<file path="src/rtl/alu_pkg.sv">
// Shared definitions for the 8-bit ALU and the blocks that sequence it.
package alu_pkg;

  localparam int ALU_WIDTH = 8;
  localparam int ALU_SEL_W = 3;

  typedef enum logic [1:0] {
    IDLE = 2'd0,
    WAIT = 2'd1,
    DONE = 2'd2
  } state_t;

  localparam logic [ALU_SEL_W-1:0] SEL_ADD = 3'b000;
  localparam logic [ALU_SEL_W-1:0] SEL_SUB = 3'b001;
  localparam logic [ALU_SEL_W-1:0] SEL_AND = 3'b010;
  localparam logic [ALU_SEL_W-1:0] SEL_OR  = 3'b011;
  localparam logic [ALU_SEL_W-1:0] SEL_ADC = 3'b100;
  localparam logic [ALU_SEL_W-1:0] SEL_XOR = 3'b101;
  localparam logic [ALU_SEL_W-1:0] SEL_SHL = 3'b110;
  localparam logic [ALU_SEL_W-1:0] SEL_SHR = 3'b111;

endpackage

</file>
<file path="src/rtl/alu_issue_ctrl.sv">
// Issues operand/select pairs to a combinational ALU, waits a fixed settle time,
// then captures and hands the result downstream; keeps an accumulator for chaining.
module alu_issue_ctrl
  import alu_pkg::*;
#(
  parameter int WIDTH  = ALU_WIDTH,
  parameter int SEL_W  = ALU_SEL_W,
  parameter int SETTLE = 1,
  parameter int CNT_W  = 16
) (
  input  logic             clk,
  input  logic             rst,
  input  logic             in_valid,
  output logic             in_ready,
  input  logic [WIDTH-1:0] in_a,
  input  logic [WIDTH-1:0] in_b,
  input  logic [SEL_W-1:0] in_sel,
  input  logic             in_chain,
  output logic [WIDTH-1:0] alu_a,
  output logic [WIDTH-1:0] alu_b,
  output logic [SEL_W-1:0] alu_sel,
  input  logic [WIDTH:0]   alu_result,
  output logic             out_valid,
  input  logic             out_ready,
  output logic [WIDTH:0]   out_result,
  output logic [SEL_W-1:0] out_sel,
  output logic [WIDTH-1:0] acc,
  output logic [CNT_W-1:0] op_count
);

  generate
    if (SETTLE < 1 || SETTLE > 15) begin : g_settle_check
      $error("alu_issue_ctrl: SETTLE must lie in 1..15");
    end
  endgenerate

  localparam logic [3:0] SETTLE_LAST = 4'(SETTLE - 1);

  state_t     state;
  logic [3:0] cnt;
  logic       accept;

  assign in_ready = (state == IDLE) | ((state == DONE) & out_ready);
  assign accept   = in_valid & in_ready;

  // NOTE: non-blocking assignments so every register samples pre-edge values,
  // which is what lets chain read the acc captured by the previous operation.
  always_ff @(posedge clk) begin
    if (rst) begin
      state      <= IDLE;
      cnt        <= '0;
      alu_a      <= '0;
      alu_b      <= '0;
      alu_sel    <= '0;
      out_valid  <= 1'b0;
      out_result <= '0;
      out_sel    <= '0;
      acc        <= '0;
      op_count   <= '0;
    end else begin
      case (state)
        IDLE: ;
        WAIT: begin
          if (cnt == SETTLE_LAST) begin
            out_result <= alu_result;
            out_sel    <= alu_sel;
            acc        <= alu_result[WIDTH-1:0];
            op_count   <= op_count + CNT_W'(1);
            out_valid  <= 1'b1;
            state      <= DONE;
          end else begin
            cnt <= cnt + 4'd1;
          end
        end
        DONE: begin
          if (out_ready) begin
            out_valid <= 1'b0;
            state     <= IDLE;
          end
        end
        default: state <= IDLE;
      endcase

      // NOTE: placed after the case so an accept overrides the DONE->IDLE
      // transition, giving back-to-back issue on a same-edge handoff.
      if (accept) begin
        alu_a   <= in_chain ? acc : in_a;
        alu_b   <= in_b;
        alu_sel <= in_sel;
        cnt     <= '0;
        state   <= WAIT;
      end
    end
  end

endmodule
</file>
<file path="config.mk">
export PLATFORM = sky130hd
export DESIGN_NAME = alu_issue_ctrl
export DESIGN_NICKNAME = d
export VERILOG_FILES = /design/src/rtl/alu_pkg.sv /design/src/rtl/alu_issue_ctrl.sv
export SDC_FILE = /design/constraint.sdc
export NUM_CORES = 1
export LEC_CHECK = 0
export ABC_AREA = 1
export CAP_MARGIN = 20
export CORE_MARGIN = 2
export CORE_UTILIZATION = 47
export CTS_CLUSTER_SIZE = 16
export DETAILED_ROUTE_END_ITERATION = 8
export GPL_TIMING_DRIVEN = 1
export PLACE_DENSITY = 0.84
export REMOVE_ABC_BUFFERS = 1
export SLEW_MARGIN = 20
export SYNTH_ARGS = -nofsm -noshare
export SYNTH_HDL_FRONTEND = slang
export SYNTH_SLANG_ARGS = --single-unit
</file>
<file path="constraint.sdc">
create_clock -name clk -period 2.5 [get_ports clk]
set_input_delay 0.375 -clock clk [delete_from_list [all_inputs] [get_ports clk]]
set_output_delay 0.375 -clock clk [all_outputs]
set_load 0.02 [all_outputs]
</file>
==> impl_results.md <==
- Min-delay src: alu_a[3]
- Crit path max-delay family: buffers and inverters
- Vias: ~2400
- Max-Cap Viols: 0
- Hold path depth: 2
- Post_cts resized: 0
- Mapped cell area: 0.00242 mm²
- Relative slew slack: around 65%
- PortBufs: 89
- Clock Skew: about 0.0030 ns
- Residual DRC: 0
- IO Pins: 90
- Post-CTS Setup Inserts: 0
- Crit Path Class: in -> out
- Reg area: 0.00108 mm²
- Area grow syn2layout: 40.2%
- Clk pin slew, worst setup/hold paths: ~0.090 ns
- Layout cells sized above 1: under 10%
- Yosys Warn Count: 0
- Most common cell on crit path: clkdlybuf4s50_1
- Fin crit share: between 80% and 90%
- Starting Density: about half
- CTS tree: built
- Final Slew Violations: 0
- Clock buffer depth: 2
- Dpl cell area: approximately 0.0033 mm²
- Crit-path cells: clkdlybuf4s50_1, inv_1, a21oi_2, clkdlybuf4s50_1
- Worst Tran Pin Value: ~0.53 ns
- Synth cell types: 25
- Number of global-route vias before repair: roughly 2200
- Final Setup Violations: 0
- All-Layer GR Usage: 21.8%
- Sinks on the clock net: 54
- Total gr overflow: 0
- Share of the synthesized area in the top cell type: between 40% and 50%
- CP Buf/Inv Count: 3
- Global-route wire length before repair: between 9000 and 10000 µm
- Area leader, netlist: dfxtp_1
- Peak VDD IR: about 260 µV
- Antenna violations before repair: 0
- Worst Setup SP: out_ready
- Final wirelength: a little over 6000 µm
- Iter 0 DRT Violations: approximately 120
- Post-synthesis sequential area ratio: between 40% and 50%
- Levels on crit path: 4
- Antenna diodes: 0
- Final worst path period need: 2.06 ns
- Hold crit path type: reg -> reg
- Avg Cell Area, Syn: slightly above 7 µm²
- Die Footprint: approximately 0.0057 mm²
- Layout fillers: ~430
- Num CTS Buffers: 5
- Core Region: a little over 0.005 mm²
- Post-DR vias/cell: about 5
- Row cnt: 26
- Post-DP HPWL: between 4000 and 5000 µm
- Cell area after layout: 0.00340 mm²
- CP peak stage delay: roughly 0.64 ns
- TNS Setup: 0 ns
- Gate Count Post-Synth: 334
- Worst path slowest cell: clkdlybuf4s50_1
- Crit end category: output pin
- Crit-path max FO: 4
- Footprint of the multi-input gates: approximately 0.0011 mm²
- Die width: 75.8 µm
- Root Driver: clkbuf_8
- Die span in y: between 70 and 80 µm
- CP arrival: around 1.7 ns
- Hold Buf Count CTS: 0
- H-tree Lvls: 2
- Detail Route Antenna Nets: 0
- Crit path required time: 2.12 ns
- R2R cell count: 10
- Top cells by area, synth: dfxtp_1, nand2_1, nor2_1
- Pin count of the biggest net entering global routing: 23
- Hold Fails Final Rpt: 0
- Leak Pwr: roughly 1.3 nW
- Gpl congestion: 0.826
- RSZ-0062 raised after global routing: false
- WL/cell: 12.8 µm
- Pre-antenna DRT Iters: 4
- Startpoint type of the worst setup path: input pin
- Status: finished, final reports clean
- Synth Register Bits: 54
- Layout Utilization: approximately two thirds
- Clock Latency Late Sink: around 0.30 ns
- Reg-to-reg startpoint: cnt[0]
- Final nets: around 450
- Cell area power density: roughly 520 mW/mm²
- FMAX: between 400 and 500 MHz
## final cells by class
class / instances / area share [%]
timing repair buffer: 94 / 27.3
sequential: 54 / 31.8
multi-input combinational: 223 / 31.8
clock inverter: 1 / 0.147
inverter: 35 / 3.86
clock buffer: 7 / 2.54
tap: 70 / 2.58
## state kept, by name, summed over array words and instances, names as in the netlist
| signal | flops |
|---|---|
| op_count | 16 |
| out_result | 9 |
| alu_a | 8 |
| alu_b | 8 |
| cnt | 4 |
| alu_sel | 3 |
| out_sel | 3 |
| state | 2 |
| out_valid | 1 |
## report_power, final
| part | total, W | switching, W | internal [W] |
|---|---|---|---|
| Clock | 0.000507 | 0.000282 | 0.000224 |
| Combinational | 0.000338 | 0.000174 | 0.000164 |
| Sequential | 0.000927 | 0.0000278 | 0.000899 |
| Total | 0.00177 | 0.000484 | 0.00129 |
## worst register-to-register path, cell delays in order (launching register included)
cell     delay (ns)
dfxtp_1        0.35
inv_1          0.10
ha_1           0.23
nand2_2        0.12
nor2_4         0.43
nand2_1        0.20
inv_1          0.11
nand2_1        0.07
nand2_1        0.06
nand2_1        0.05
nor2_1         0.09
## logic make-up (layout without fill, tap and decap cells)
kind of cell,Yosys count,in the layout,synth area share (%)
AND/OR/NAND/NOR,153,153,28.0
AO/OA/AOI/OAI,63,63,13.6
buffers and inverters,57,137,10.8
flip-flops,54,54,44.6
XOR/XNOR,4,4,1.45
adder cells (fa/ha/maj),3,3,1.55
## placed cells by master (no fill, tap or decap), drive strengths merged
master / n
xnor2: 3
a21oi: 32
inv: 35
nand2: 66
clkbuf: 7
clkdlybuf4s50: 89
ha: 3
nor2: 54
nand3: 28
dfxtp: 54
buf: 5
o21bai: 2
xor2: 1
nand4: 5
o21ai: 27
clkinv: 1
a211oi: 1
o31ai: 1
## cells in the mapped netlist
cell type and number:
a211oi_1 1, a21oi_1 31, a21oi_2 1, buf_1 1, buf_2 6, buf_4 9
buf_6 1, clkbuf_1 5, dfxtp_1 54, ha_1 3, inv_1 34, inv_2 1
nand2_1 65, nand2_2 1, nand3_1 26, nand3_2 1, nand3_4 1, nand4_1 5
nor2_1 49, nor2_4 5, o21ai_0 27, o21bai_1 2, o31ai_1 1, xnor2_1 3
xor2_1 1
## through the flow
stage                     worst slack [ns]  total power, W  hold slack [ns]  std cells
final                                0.443         0.00177            0.467        484
after global placement               0.447         0.00128            0.452        476
after global routing                 0.339         0.00185            0.491        484
after CTS                            0.436         0.00178            0.471        484
after floorplan                      0.993         0.00109            0.444        312
after detailed placement             0.434         0.00129            0.457        476
## per-layer routing
layer	vias to the layer above	share of wire, %	global-route usage (%)
li1	1217	-	-
met1	1064	44	26.1
met2	85	46	37.0
met3	10	8.6	5.42
met5	-	0	0
met4	0	1.6	9.36
## final timing paths
check,to,slack (ns)
min,alu_a[3],0.47
max reg2reg,op_count[10],0.64
max,in_ready,0.44
min reg2reg,alu_a[3],0.47
No activity file was read; power rests on OpenSTA's default activity.
